<file path="src/rtl/imem_arbiter.sv">
// Instruction-memory read-port arbiter between fetch and LSU literal reads.
// Define IMEM_ARB_RR_EN for round-robin; default is fetch priority + starvation guard.
module imem_arbiter #(
  parameter int DATA_WIDTH   = 32,
  parameter int ADDR_WIDTH   = 32,
  parameter int STARVE_LIMIT = 4
) (
  input  logic                  clk,
  input  logic                  reset_n,
  input  logic                  fetch_req_valid,
  output logic                  fetch_req_ready,
  input  logic [ADDR_WIDTH-1:0] fetch_req_addr,
  output logic                  fetch_rsp_valid,
  output logic [DATA_WIDTH-1:0] fetch_rsp_data,
  input  logic                  fetch_flush,
  input  logic                  lsu_req_valid,
  output logic                  lsu_req_ready,
  input  logic [ADDR_WIDTH-1:0] lsu_req_addr,
  output logic                  lsu_rsp_valid,
  output logic [DATA_WIDTH-1:0] lsu_rsp_data,
  output logic                  mem_enable,
  output logic [ADDR_WIDTH-1:0] mem_address,
  input  logic [DATA_WIDTH-1:0] mem_data
);

  logic       w_gnt_f;
  logic       w_gnt_l;
  logic       w_lsu_pri;
  logic       w_f_vld;
  logic       w_l_vld;
  logic [1:0] r_pend;

`ifdef IMEM_ARB_RR_EN
  logic r_last_lsu;

  assign w_lsu_pri = ~r_last_lsu;

  // Reset value means "LSU won last", so fetch takes the first contention.
  always_ff @(posedge clk) begin
    if (!reset_n) begin
      r_last_lsu <= 1'b1;
    end else if (w_gnt_f || w_gnt_l) begin
      r_last_lsu <= w_gnt_l;
    end
  end
`else
  localparam logic [3:0] LIMIT = 4'(STARVE_LIMIT);

  logic [3:0] r_starve;

  assign w_lsu_pri = (r_starve == LIMIT);

  always_ff @(posedge clk) begin
    if (!reset_n) begin
      r_starve <= '0;
    end else if (!lsu_req_valid || w_gnt_l) begin
      r_starve <= '0;
    end else if (r_starve != LIMIT) begin
      r_starve <= r_starve + 4'd1;
    end
  end
`endif

  always_comb begin
    w_gnt_l = reset_n & lsu_req_valid
            & (~fetch_req_valid | w_lsu_pri);
    w_gnt_f = reset_n & fetch_req_valid & ~w_gnt_l;
  end

  assign fetch_req_ready = w_gnt_f;
  assign lsu_req_ready   = w_gnt_l;
  assign mem_enable      = w_gnt_f | w_gnt_l;

  always_comb begin
    mem_address = '0;
    if (w_gnt_l) begin
      mem_address = lsu_req_addr;
    end else if (w_gnt_f) begin
      mem_address = fetch_req_addr;
    end
  end

  // A flush in the grant cycle kills the fetch tag before it is stored.
  always_ff @(posedge clk) begin
    if (!reset_n) begin
      r_pend <= 2'b00;
    end else begin
      r_pend <= {w_gnt_f & ~fetch_flush, w_gnt_l};
    end
  end

  assign w_f_vld = reset_n & r_pend[1] & ~fetch_flush;
  assign w_l_vld = reset_n & r_pend[0];

  assign fetch_rsp_valid = w_f_vld;
  assign lsu_rsp_valid   = w_l_vld;
  assign fetch_rsp_data  = w_f_vld ? mem_data : '0;
  assign lsu_rsp_data    = w_l_vld ? mem_data : '0;

endmodule
</file>
<file path="config.mk">
export PLATFORM = sky130hd
export DESIGN_NAME = imem_arbiter
export DESIGN_NICKNAME = d
export VERILOG_FILES = /design/src/rtl/imem_arbiter.sv
export SDC_FILE = /design/constraint.sdc
export NUM_CORES = 1
export LEC_CHECK = 0
export ABC_AREA = 1
export CAP_MARGIN = 20
export CORE_MARGIN = 2
export CORE_UTILIZATION = 21
export CTS_BUF_LIST = sky130_fd_sc_hd__clkbuf_16
export CTS_CLUSTER_DIAMETER = 80
export CTS_CLUSTER_SIZE = 40
export DETAILED_ROUTE_END_ITERATION = 16
export GPL_ROUTABILITY_DRIVEN = 0
export GPL_TIMING_DRIVEN = 0
export MAX_ROUTING_LAYER = met4
export PLACE_DENSITY_LB_ADDON = 0.2
export SYNTH_ARGS = -nofsm -noshare
export SYNTH_HDL_FRONTEND = slang
export SYNTH_SLANG_ARGS = --single-unit
</file>
<file path="constraint.sdc">
create_clock -name clk -period 1.63 [get_ports clk]
set_input_delay 0.326 -clock clk [delete_from_list [all_inputs] [get_ports clk]]
set_output_delay 0.326 -clock clk [all_outputs]
set_load 0.01 [all_outputs]
</file>
==> reports/metrics.yaml, run 1 <==
outcome:
  status: "finished, violations left"
  violations: "negative setup slack"
power_and_ir_drop:
  ir_drop_uv: 327
  leakage_uw: 0.00210
  powerDensity_nw_per_um2: 331
logic_synthesis:
  ys_top_cells_by_count: "69 x nor2_1, 68 x nand2_1, 40 x inv_1"
  async_flop_share_pct: 0
  synthSimpleGateAreaFrac_pct: 63.5
  ys_seq_area_share_pct: 10.3
  synth-edff-count: 0
  synthAdderAreaFrac_pct: 2.15
  yosysMostFrequentCell: "nor2_1"
  synth.distinct_cells: 16
  synthTopCellsByArea: "nor2_1 22%, nand2_1 22%, nand3_1 15%"
  syn-cell-area_um2: 1160
  yosys_warnings: 0
  synth_compound_area_share_pct: 2.26
  yosys.area.top_type: "nor2_1"
  synthXorXnorAreaFrac_pct: 1.50
  synth_top_area_share_pct: 22.2
  ys.flop_type: "dfxtp_1"
  synth_nets: 349
  syn_inst: 246
  ys_ff_latch: 6
  synth_top_family_by_area: "simple AND/OR/NAND/NOR gates"
  avgSynthCellArea_um2: 4.74
  synth.area.mux_share_pct: 0
critical_path:
  worstSetupPathType: "reg2out"
  timing.rr.start: "r_starve[0]"
  crit_top_cell: "nand2_4"
  arrival_ns: 1.56
  cp_cell_sequence: "inv_2 > ha_4 > nand3_4 > nand2_4 > nand2_4 > buf_12 > buf_8 > nand3_1 > nand2_2 > buf_6"
  crit_buf_inv: 4
  cp-start-kind: "register"
  setup.worst_path.end_class: "output pin"
  r2r_slack_ns: 0.40
  critPathRequiredTime_ns: 1.30
  reg2reg_to: "r_starve[3]"
  worst_path_largest_cell_delay_ns: 0.31
  worstSetupPathDepth: 10
  cp_max_fo: 6
  cpMaxStageDelayCell: "dfxtp_2"
  reg2regPathDepth: 7
  crit_family: "buffers and inverters"
cells_and_area:
  num-fill-cells: 495
  antenna_cells: 0
  nNetsFinal: 576
  final_cell_area_um2: 3630
  syn_to_final_growth_pct: 211
  utilization_pct: 66.7
  drive_above_1_share_pct: 37.8
global_routing:
  grt_usage_pct: 21.7
  first_global_vias: 2313
  overflow: 0
  antenna_found_initial: 0
  grt_max_degree: 11
  grt_pass1_wl_mm: 10.6
routing:
  vias_per_cell: 4.34
  drtAntennaViolNets: 0
  wl_mm: 7.13
  drc_errors: 0
  dr.pass1.iters: 5
  vias: 2357
  drt_iter0_drc: 41
  post_drt_wl_per_cell_um: 13.1
sta:
  rsz0062_at_grt: "yes"
  hold_viol: 0
  layout_setup_ws_ns: -0.251
  slew_violations: 0
  timing.fmax_mhz: 532
  post-route-period-util_pct: 115
  fin_worst_skew_ns: 0.000267
  period_minus_slack_ns: 1.88
  worst_pin_slew_ns: 0.227
  setup_viol: 34
  slew_headroom_pct: 84.9
  holdWs_ns: 0.423
min_path:
  hold_path.startpoint: "fetch_req_valid"
  hold_path_class: "in2reg"
  hold_end: "r_pend[0]"
  whs_path_depth: 2
die:
  core_um2: 5440
  ioPinCount: 202
  num_rows: 27
  initial_core_util_pct: 21.4
  die_y_um: 78.5
  fp.dieW_um: 78.5
  dieArea_um2: 6160
place:
  portBuffers: 201
  hpwl_mm: 5.36
  place_area_um2: 3270
cts:
  cts_max_level: 1
  cts_tree: "built"
  clock_latency_ns: 0.23
  cts_inserted_buffers: 3
  clock-sinks: 6
  root_buffer: "clkbuf_16"
  holdBufCountCts: 0
  cts.path.max_buffers: 2
  clk_pin_slew_ns: 0.03
flow_run:
  max-cap-violations: 0
what timing repair did:
| item | CTS | global route |
|---|---|---|
| gates cloned | 6 | 0 |
| endpoints found under the setup margin | 101 | 65 |
| pin swaps | 32 | 14 |
| buffers inserted | 12 | 3 |
| resized for setup | 365 | 65 |
worst max-delay path by stage:
stage                      startpoint              end  slack (ns)
final                     r_starve[0]   mem_address[4]       -0.25
after global routing      r_starve[0]   mem_address[3]       -0.32
after CTS                 r_starve[1]  mem_address[29]       -0.24
after detailed placement      reset_n  mem_address[29]       -0.94
after global placement        reset_n  mem_address[29]       -0.92
after floorplan           r_starve[0]   mem_address[0]        0.04
where the power goes:
part	total, µW	internal (µW)	switching [µW]	leakage (µW)
clock network	393	314	78.7	0.0000370
registers	153	151	1.76	0.0000497
logic	656	398	258	0.00201
cells by family after synthesis:
group | after synthesis
xor gates and xnor gates | 2
and+or+nand+nor | 178
AOI/OAI and AO/OA | 3
adders and majority gates | 2
buffers and inverters | 55
DFF | 6
state kept, by name, summed over array words and instances (netlist names):
register,flops
r_starve,4
r_pend,2
cell usage in the layout (no fill, tap or decap), drive strengths merged:
master,synthesis,layout
a21oi,3,3
nand2,73,73
xnor2,1,1
dlygate4sd2,0,36
nand3,35,35
dfxtp,6,6
dlymetal6s2s,0,1
ha,2,2
nand4,1,1
xor2,1,1
clkbuf,6,16
buf,9,90
inv,40,40
nor2,69,69
clkdlybuf4s50,0,97
routing by layer:
metal,GRT usage (%),wire [µm],up-vias
met5,-,0,-
met4,4.04,83,0
met3,3.45,576,10
met2,45.2,3970,128
met1,20.8,2500,1040
li1,-,-,1179
per-stage QoR:
step	worst slack, ns	total power [µW]	TNS (ns)	std cells
after detailed placement	-0.940	739	-81.94	519
after floorplan	0.0385	324	0	246
after global placement	-0.916	732	-79.46	519
after CTS	-0.245	1180	-7.14	540
final	-0.251	1200	-7.32	543
after global routing	-0.323	1270	-9.96	543
area by class of cell:
type	instances	area, µm²	share of cell area (%)
repair buffers	222	1980	54.7
multi-input cells	185	1020	28.1
plain buffers	15	184	5.07
inverters	40	150	4.14
flip-flops and latches	6	123	3.38
well taps	72	90.1	2.48
clock buffers	3	75.1	2.07
No activity file was read; power rests on OpenSTA's default activity.
==> run 2: changes to the inputs <==
- ABC_AREA: 1 -> unset
- CORE_AREA: unset -> 2 2 79 81
- CORE_MARGIN: 2 -> unset
- CORE_UTILIZATION: 21 -> unset
- DIE_AREA: unset -> 0 0 81 83
==> reports/metrics.yaml, run 2 <==
routing:
  drc_errors: 0  # unchanged
  vias_per_cell: 4.47  # +2.9%
  drtAntennaViolNets: 0  # unchanged
  post_drt_wl_per_cell_um: 14.4  # +9.8%
  drt_iter0_drc: 35  # -15%
  vias: 1979  # -16%
  wl_mm: 6.39  # -10%
  dr.pass1.iters: 4  # -1
logic_synthesis:
  synth_top_area_share_pct: 26.3  # +4.1 points
  yosys_warnings: 0  # unchanged
  yosys.area.top_type: "a22o_1"
  synth.distinct_cells: 22  # +6
  avgSynthCellArea_um2: 7.45  # +57%
  synth-edff-count: 0  # unchanged
  yosysMostFrequentCell: "and2_1"
  syn-cell-area_um2: 1060  # -8.6%
  async_flop_share_pct: 0  # unchanged
  ys_ff_latch: 6  # unchanged
  syn_inst: 143  # -42%
  ys.flop_type: "dfxtp_1"
  ys_top_cells_by_count: "33 x and2_1, 32 x a22o_1, 32 x and3_1"
  synth_nets: 246  # -30%
  synthTopCellsByArea: "a22o_1 26%, and2_1 19%, and3_1 19%"
  ys_seq_area_share_pct: 11.3  # +0.97 points
cts:
  clock_latency_ns: 0.23  # about the same
  cts_inserted_buffers: 3  # unchanged
  holdBufCountCts: 0  # unchanged
  cts.path.max_buffers: 2  # unchanged
  clk_pin_slew_ns: 0.03  # about the same
  clock-sinks: 6  # unchanged
  root_buffer: "clkbuf_16"
  cts_tree: "built"
  cts_max_level: 1  # unchanged
cells_and_area:
  syn_to_final_growth_pct: 212  # about the same
  largest_register_ffs: 4  # unchanged
  final_common_cell: "clkdlybuf4s50_1"
  multi_input_area_um2: 882  # -14%
  antenna_cells: 0  # unchanged
  ff_latch_area_um2: 125  # +2.0%
  top_regs: "r_starve x4, r_pend x2"
  nNetsFinal: 473  # -18%
  final_cell_area_um2: 3320  # -8.5%
  utilization_pct: 57.1  # -9.6 points
  fin_cells: 443  # -18%
  final_cell_mix: "96 x clkdlybuf4s50_1, 47 x buf_2, 37 x dlygate4sd2_1, 32 x a22o_1, 32 x and3_1"
  regMostFlops: "r_starve"
  num-fill-cells: 568  # +15%
  drive_above_1_share_pct: 34.5  # -3.3 points
die:
  fp.dieW_um: 81  # +3.2%
  dieArea_um2: 6720  # +9.2%
  initial_core_util_pct: 18.3  # -3.1 points
  core_um2: 5820  # +6.9%
  ioPinCount: 202  # unchanged
  die_y_um: 83  # +5.8%
  num_rows: 28  # +3.7%
critical_path:
  cpMaxStageDelayCell: "dfxtp_2"
  cp_max_fo: 10  # +4
  r2r_slack_ns: 0.27  # -0.13 ns
  crit_end: "mem_address[13]"
  worstSetupPathType: "reg2out"
  cp-start-kind: "register"
  crit_family: "buffers and inverters"
  cp_cell_sequence: "inv_2 > ha_4 > nand3b_4 > o211a_1 > buf_6 > buf_8 > a22o_1 > buf_2"
  worstSetupPathDepth: 8  # -2
  arrival_ns: 1.68  # +0.12 ns
  critPathLaunch: "r_starve[1]"
  setup.worst_path.end_class: "output pin"
  timing.rr.start: "r_starve[1]"
  worst_path_largest_cell_delay_ns: 0.31  # about the same
  reg2regPathDepth: 7  # unchanged
  critPathRequiredTime_ns: 1.30  # about the same
  crit_buf_inv: 4  # unchanged
  reg2reg_to: "r_pend[1]"
min_path:
  hold_path_class: "in2reg"
global_routing:
  grt_pass1_wl_mm: 9.23  # -13%
  antenna_found_initial: 0  # unchanged
  grt_usage_pct: 17.5  # -4.2 points
  grt_max_degree: 11  # unchanged
  overflow: 0  # unchanged
  first_global_vias: 1978  # -14%
sta:
  slew_violations: 0  # unchanged
  worst_pin_slew_ns: 0.241  # +0.0145 ns
  timing.fmax_mhz: 499  # -6.0%
  hold_viol: 0  # unchanged
  period_minus_slack_ns: 2.00  # +0.121 ns
  post-route-period-util_pct: 123  # +7.4 points
  holdWs_ns: 0.314  # -0.109 ns
  fin_worst_skew_ns: 0.00122  # +0.000956 ns
  rsz0062_at_grt: "yes"
  slew_headroom_pct: 83.9  # -0.95 points
  layout_setup_ws_ns: -0.372  # -0.121 ns
  setup_viol: 34  # unchanged
place:
  hpwl_mm: 4.96  # -7.6%
  place_area_um2: 3180  # -2.8%
  portBuffers: 200  # -0.50%
  place_inst: 418  # -19%
outcome:
  status: "finished, violations left"
  violations: "negative setup slack"
power_and_ir_drop:
  powerDensity_nw_per_um2: 335  # +1.0%
  ir_drop_uv: 344  # +5.1%
  total_power_uw: 1110  # -7.6%
  leakage_uw: 0.00184  # -13%
flow_run:
  max-cap-violations: 0  # unchanged
## run 2: cell types whose count changed after synthesis, moves of 4 or more
cell	previous run	this run
nor2_1	69	1
nand2_1	68	2
inv_1	40	4
and2_1	0	33
nand3_1	34	1
a22o_1	0	32
and3_1	0	32
nand2_2	5	1
nor3_1	0	4
## run 2: layer usage
metal	track usage [%]	share of wire, %	vias up
li1	-	-	973
met1	15.4	32	880
met2	36.2	56	124
met3	5.11	12	2
met4	1.85	0.27	0
met5	-	0	-
## run 2: logic make-up (layout without fill, tap and decap cells)
| group | count (synthesis) | in the layout | share of synthesized area [%] |
|---|---|---|---|
| simple gates | 76 | 76 | 44.7 |
| compound gates | 36 | 36 | 29.3 |
| buf+inv | 21 | 246 | 10.8 |
| flops | 6 | 6 | 11.3 |
| fa+ha+maj | 2 | 2 | 2.35 |
| xor+xnor | 2 | 2 | 1.65 |
## run 2: what timing repair did
item	in CTS	in global routing
endpoints found under the hold margin	0	0
pin swaps	8	7
endpoints found under the setup margin	101	61
cloned	5	2
buffers inserted	15	6
resized for setup	330	42
## run 2: layout make-up
| cell class | instances | area share, % |
|---|---|---|
| multi-input cells | 116 | 26.6 |
| repair buffers | 222 | 58.7 |
| plain buffers | 17 | 5.35 |
| inverters | 4 | 0.452 |
| clock buffers | 3 | 2.26 |
| flip-flops and latches | 6 | 3.77 |
| well taps | 75 | 2.83 |
## run 2: power by group
part           internal (µW)  switching, µW  total [µW]
clock                    315           81.0         396
combinational            369            192         561
sequential               152           2.57         154
total                    835            276        1110
## run 2: worst min-delay path by stage
stage,from,endpoint,slack [ns],cells after the start
6_report,fetch_flush,r_pend[1],0.31,2
5_1_grt,fetch_flush,r_pend[1],0.33,2
4_1_cts,fetch_flush,r_pend[1],0.47,2
3_5_place_dp,r_starve[0],r_starve[0],0.45,1
3_3_place_gp,r_starve[0],r_starve[0],0.44,1
2_1_floorplan,fetch_flush,r_pend[1],0.40,1
## run 2: through the flow
| step | setup slack (ns) | setup TNS, ns |
|---|---|---|
| 2_1_floorplan | 0.00760 | 0 |
| 3_3_place_gp | -0.920 | -61.36 |
| 3_5_place_dp | -0.903 | -62.28 |
| 4_1_cts | -0.363 | -12.95 |
| 5_1_grt | -0.456 | -14.05 |
| 6_report | -0.372 | -11.74 |
==> run 3: changes to the inputs <==
- GPL_TIMING_DRIVEN: 0 -> unset
==> reports/metrics.yaml, run 3 (synthesis gave the netlist of run 2 again) <==
routing:
  vias_per_cell: 4.53  # +1.4%
  vias: 1970  # -0.45%
  post_drt_wl_per_cell_um: 15.0  # +3.8%
  drt_iter0_drc: 43  # +23%
  drtAntennaViolNets: 0  # unchanged
  wl_mm: 6.51  # +1.9%
  drc_errors: 0  # unchanged
  dr.pass1.iters: 4  # unchanged
cts:
  root_buffer: "clkbuf_16"
  cts_tree: "built"
  clock_latency_ns: 0.23  # about the same
  cts_max_level: 1  # unchanged
  cts.path.max_buffers: 2  # unchanged
  clk_pin_slew_ns: 0.03  # about the same
  cts_inserted_buffers: 3  # unchanged
  clock-sinks: 6  # unchanged
critical_path:
  cp_max_fo: 6  # -4
  r2r_slack_ns: 0.32  # +0.05 ns
  cp_cell_sequence: "inv_2 > ha_4 > nand3b_4 > buf_4 > a21oi_4 > buf_12 > clkbuf_16 > a22o_1 > buf_2"
  setup.worst_path.end_class: "output pin"
  worstSetupPathType: "reg2out"
  worstSetupPathDepth: 9  # +1
  timing.rr.start: "r_starve[0]"
  critPathLaunch: "r_starve[0]"
  crit_end: "mem_address[6]"
  critPathRequiredTime_ns: 1.30  # about the same
  cp-start-kind: "register"
  arrival_ns: 1.66  # -0.02 ns
  reg2reg_to: "r_starve[3]"
  worst_path_largest_cell_delay_ns: 0.31  # about the same
  cpMaxStageDelayCell: "dfxtp_2"
  reg2regPathDepth: 8  # +1
  crit_buf_inv: 5  # +1
  crit_family: "buffers and inverters"
power_and_ir_drop:
  powerDensity_nw_per_um2: 347  # +3.8%
  p_sw_share_pct: 24.8  # -0.079 points
  power_switching_uw: 281  # +1.7%
  p_clk_share_pct: 34.7  # -0.9 points
  p_int_uw: 853  # +2.1%
  p_seq_share_pct: 13.5  # -0.4 points
  power_frac_comb_pct: 51.8  # +1.3 points
  ir_drop_uv: 366  # +6.3%
  leakage_uw: 0.00178  # -2.9%
outcome:
  status: "finished, violations left"
  violations: "negative setup slack"
die:
  fp.dieW_um: 81  # unchanged
  dieArea_um2: 6720  # unchanged
  die_y_um: 83  # unchanged
  core_um2: 5820  # unchanged
  initial_core_util_pct: 18.3  # unchanged
  ioPinCount: 202  # unchanged
  num_rows: 28  # unchanged
cells_and_area:
  syn_to_final_growth_pct: 206
  utilization_pct: 56.1  # -0.95 points
  num-fill-cells: 560  # -1.4%
  top_regs: "r_starve x4, r_pend x2"
  final_cell_mix: "96 x clkdlybuf4s50_1, 49 x buf_2, 36 x dlygate4sd2_1"
  largest_register_ffs: 4  # unchanged
  antenna_cells: 0  # unchanged
  final_common_cell: "clkdlybuf4s50_1"
  regMostFlops: "r_starve"
  drive_above_1_share_pct: 31.4  # -3.1 points
  nNetsFinal: 465  # -1.7%
global_routing:
  first_global_vias: 1968  # -0.51%
  grt_max_degree: 26  # +15
  overflow: 0  # unchanged
  grt_usage_pct: 18.8  # +1.3 points
  antenna_found_initial: 0  # unchanged
  grt_pass1_wl_mm: 9.83  # +6.5%
flow_run:
  max-cap-violations: 0  # unchanged
place:
  hpwl_mm: 4.96  # about the same
  portBuffers: 201  # +0.50%
sta:
  timing.fmax_mhz: 504  # +0.98%
  fin_worst_skew_ns: 0.00149  # +0.000264 ns
  setup_viol: 34  # unchanged
  holdWs_ns: 0.524  # +0.209 ns
  post-route-period-util_pct: 122  # -1.2 points
  tns_ns: -11.34  # +0.398 ns
  hold_viol: 0  # unchanged
  period_minus_slack_ns: 1.98  # -0.0195 ns
  rsz0062_at_grt: "yes"
  layout_setup_ws_ns: -0.353  # +0.0195 ns
  slew_violations: 0  # unchanged
  slew_headroom_pct: 89.4  # +5.5 points
  worst_pin_slew_ns: 0.159  # -0.0826 ns
min_path:
  hold_path_class: "reg2reg"
run 3: cell count changes in the layout (fill, tap and decap cells not counted), sizes merged:
cell	delta
buf	-9
clkbuf	+2
dlygate4sd2	-1
run 3: layout make-up:
cell class                 count  area, µm²  area share [%]
multi-input combinational    116        870            26.6
timing repair buffer         231       2090            64.0
inverter                       4       15.0           0.460
clock buffer                   3       75.1            2.30
tap                           75       93.8            2.88
sequential                     6        123            3.76
run 3: what timing repair did:
action | in CTS | in global routing
endpoints found under the setup margin | 101 | 67
gates resized for setup | 292 | 22
hold buffers | 0 | 0
pin swaps | 3 | 2
setup buffers | 5 | 2
gates cloned | 4 | 3
run 3: worst min-delay path by stage:
| stage | slack [ns] | startpoint | depth (start not counted) | endpoint |
|---|---|---|---|---|
| global route | 0.55 | r_starve[0] | 2 | r_starve[0] |
| detailed placement | 0.52 | r_starve[0] | 2 | r_starve[0] |
| global placement | 0.51 | r_starve[0] | 2 | r_starve[0] |
| finish | 0.52 | r_starve[0] | 2 | r_starve[0] |
| CTS | 0.52 | r_starve[0] | 2 | r_starve[0] |
| floorplan | 0.40 | fetch_flush | 1 | r_pend[1] |
run 3: routing by layer:
metal / global-route usage [%] / vias up / wire length [µm]
li1: - / 964 / -
met1: 17.6 / 862 / 2180
met2: 37.8 / 133 / 3550
met3: 4.35 / 11 / 688
met4: 3.24 / 0 / 90
met5: - / - / 0
run 3: worst min-delay path: stages (launching register included):
cell and delay (ns):
dfxtp_2 0.32, buf_4 0.12, nor3_1 0.04
run 3: metrics by stage:
step                area, µm²  cells  total power [µW]  worst slack [ns]
CTS                      3240    431              1120            -0.355
global placement         3260    419               740            -0.729
detailed placement       3260    419               745            -0.775
floorplan                1080    143               316           0.00760
finish                   3260    435              1130            -0.353
global route             3260    435              1190            -0.435
run 3: power by group through the flow:
stage	clock network [µW]	logic (µW)	registers, µW
6_report	393	587	154
5_1_grt	406	630	154
4_1_cts	397	570	154
3_5_place_dp	0	589	155
3_3_place_gp	0	584	156
2_1_floorplan	0	161	156
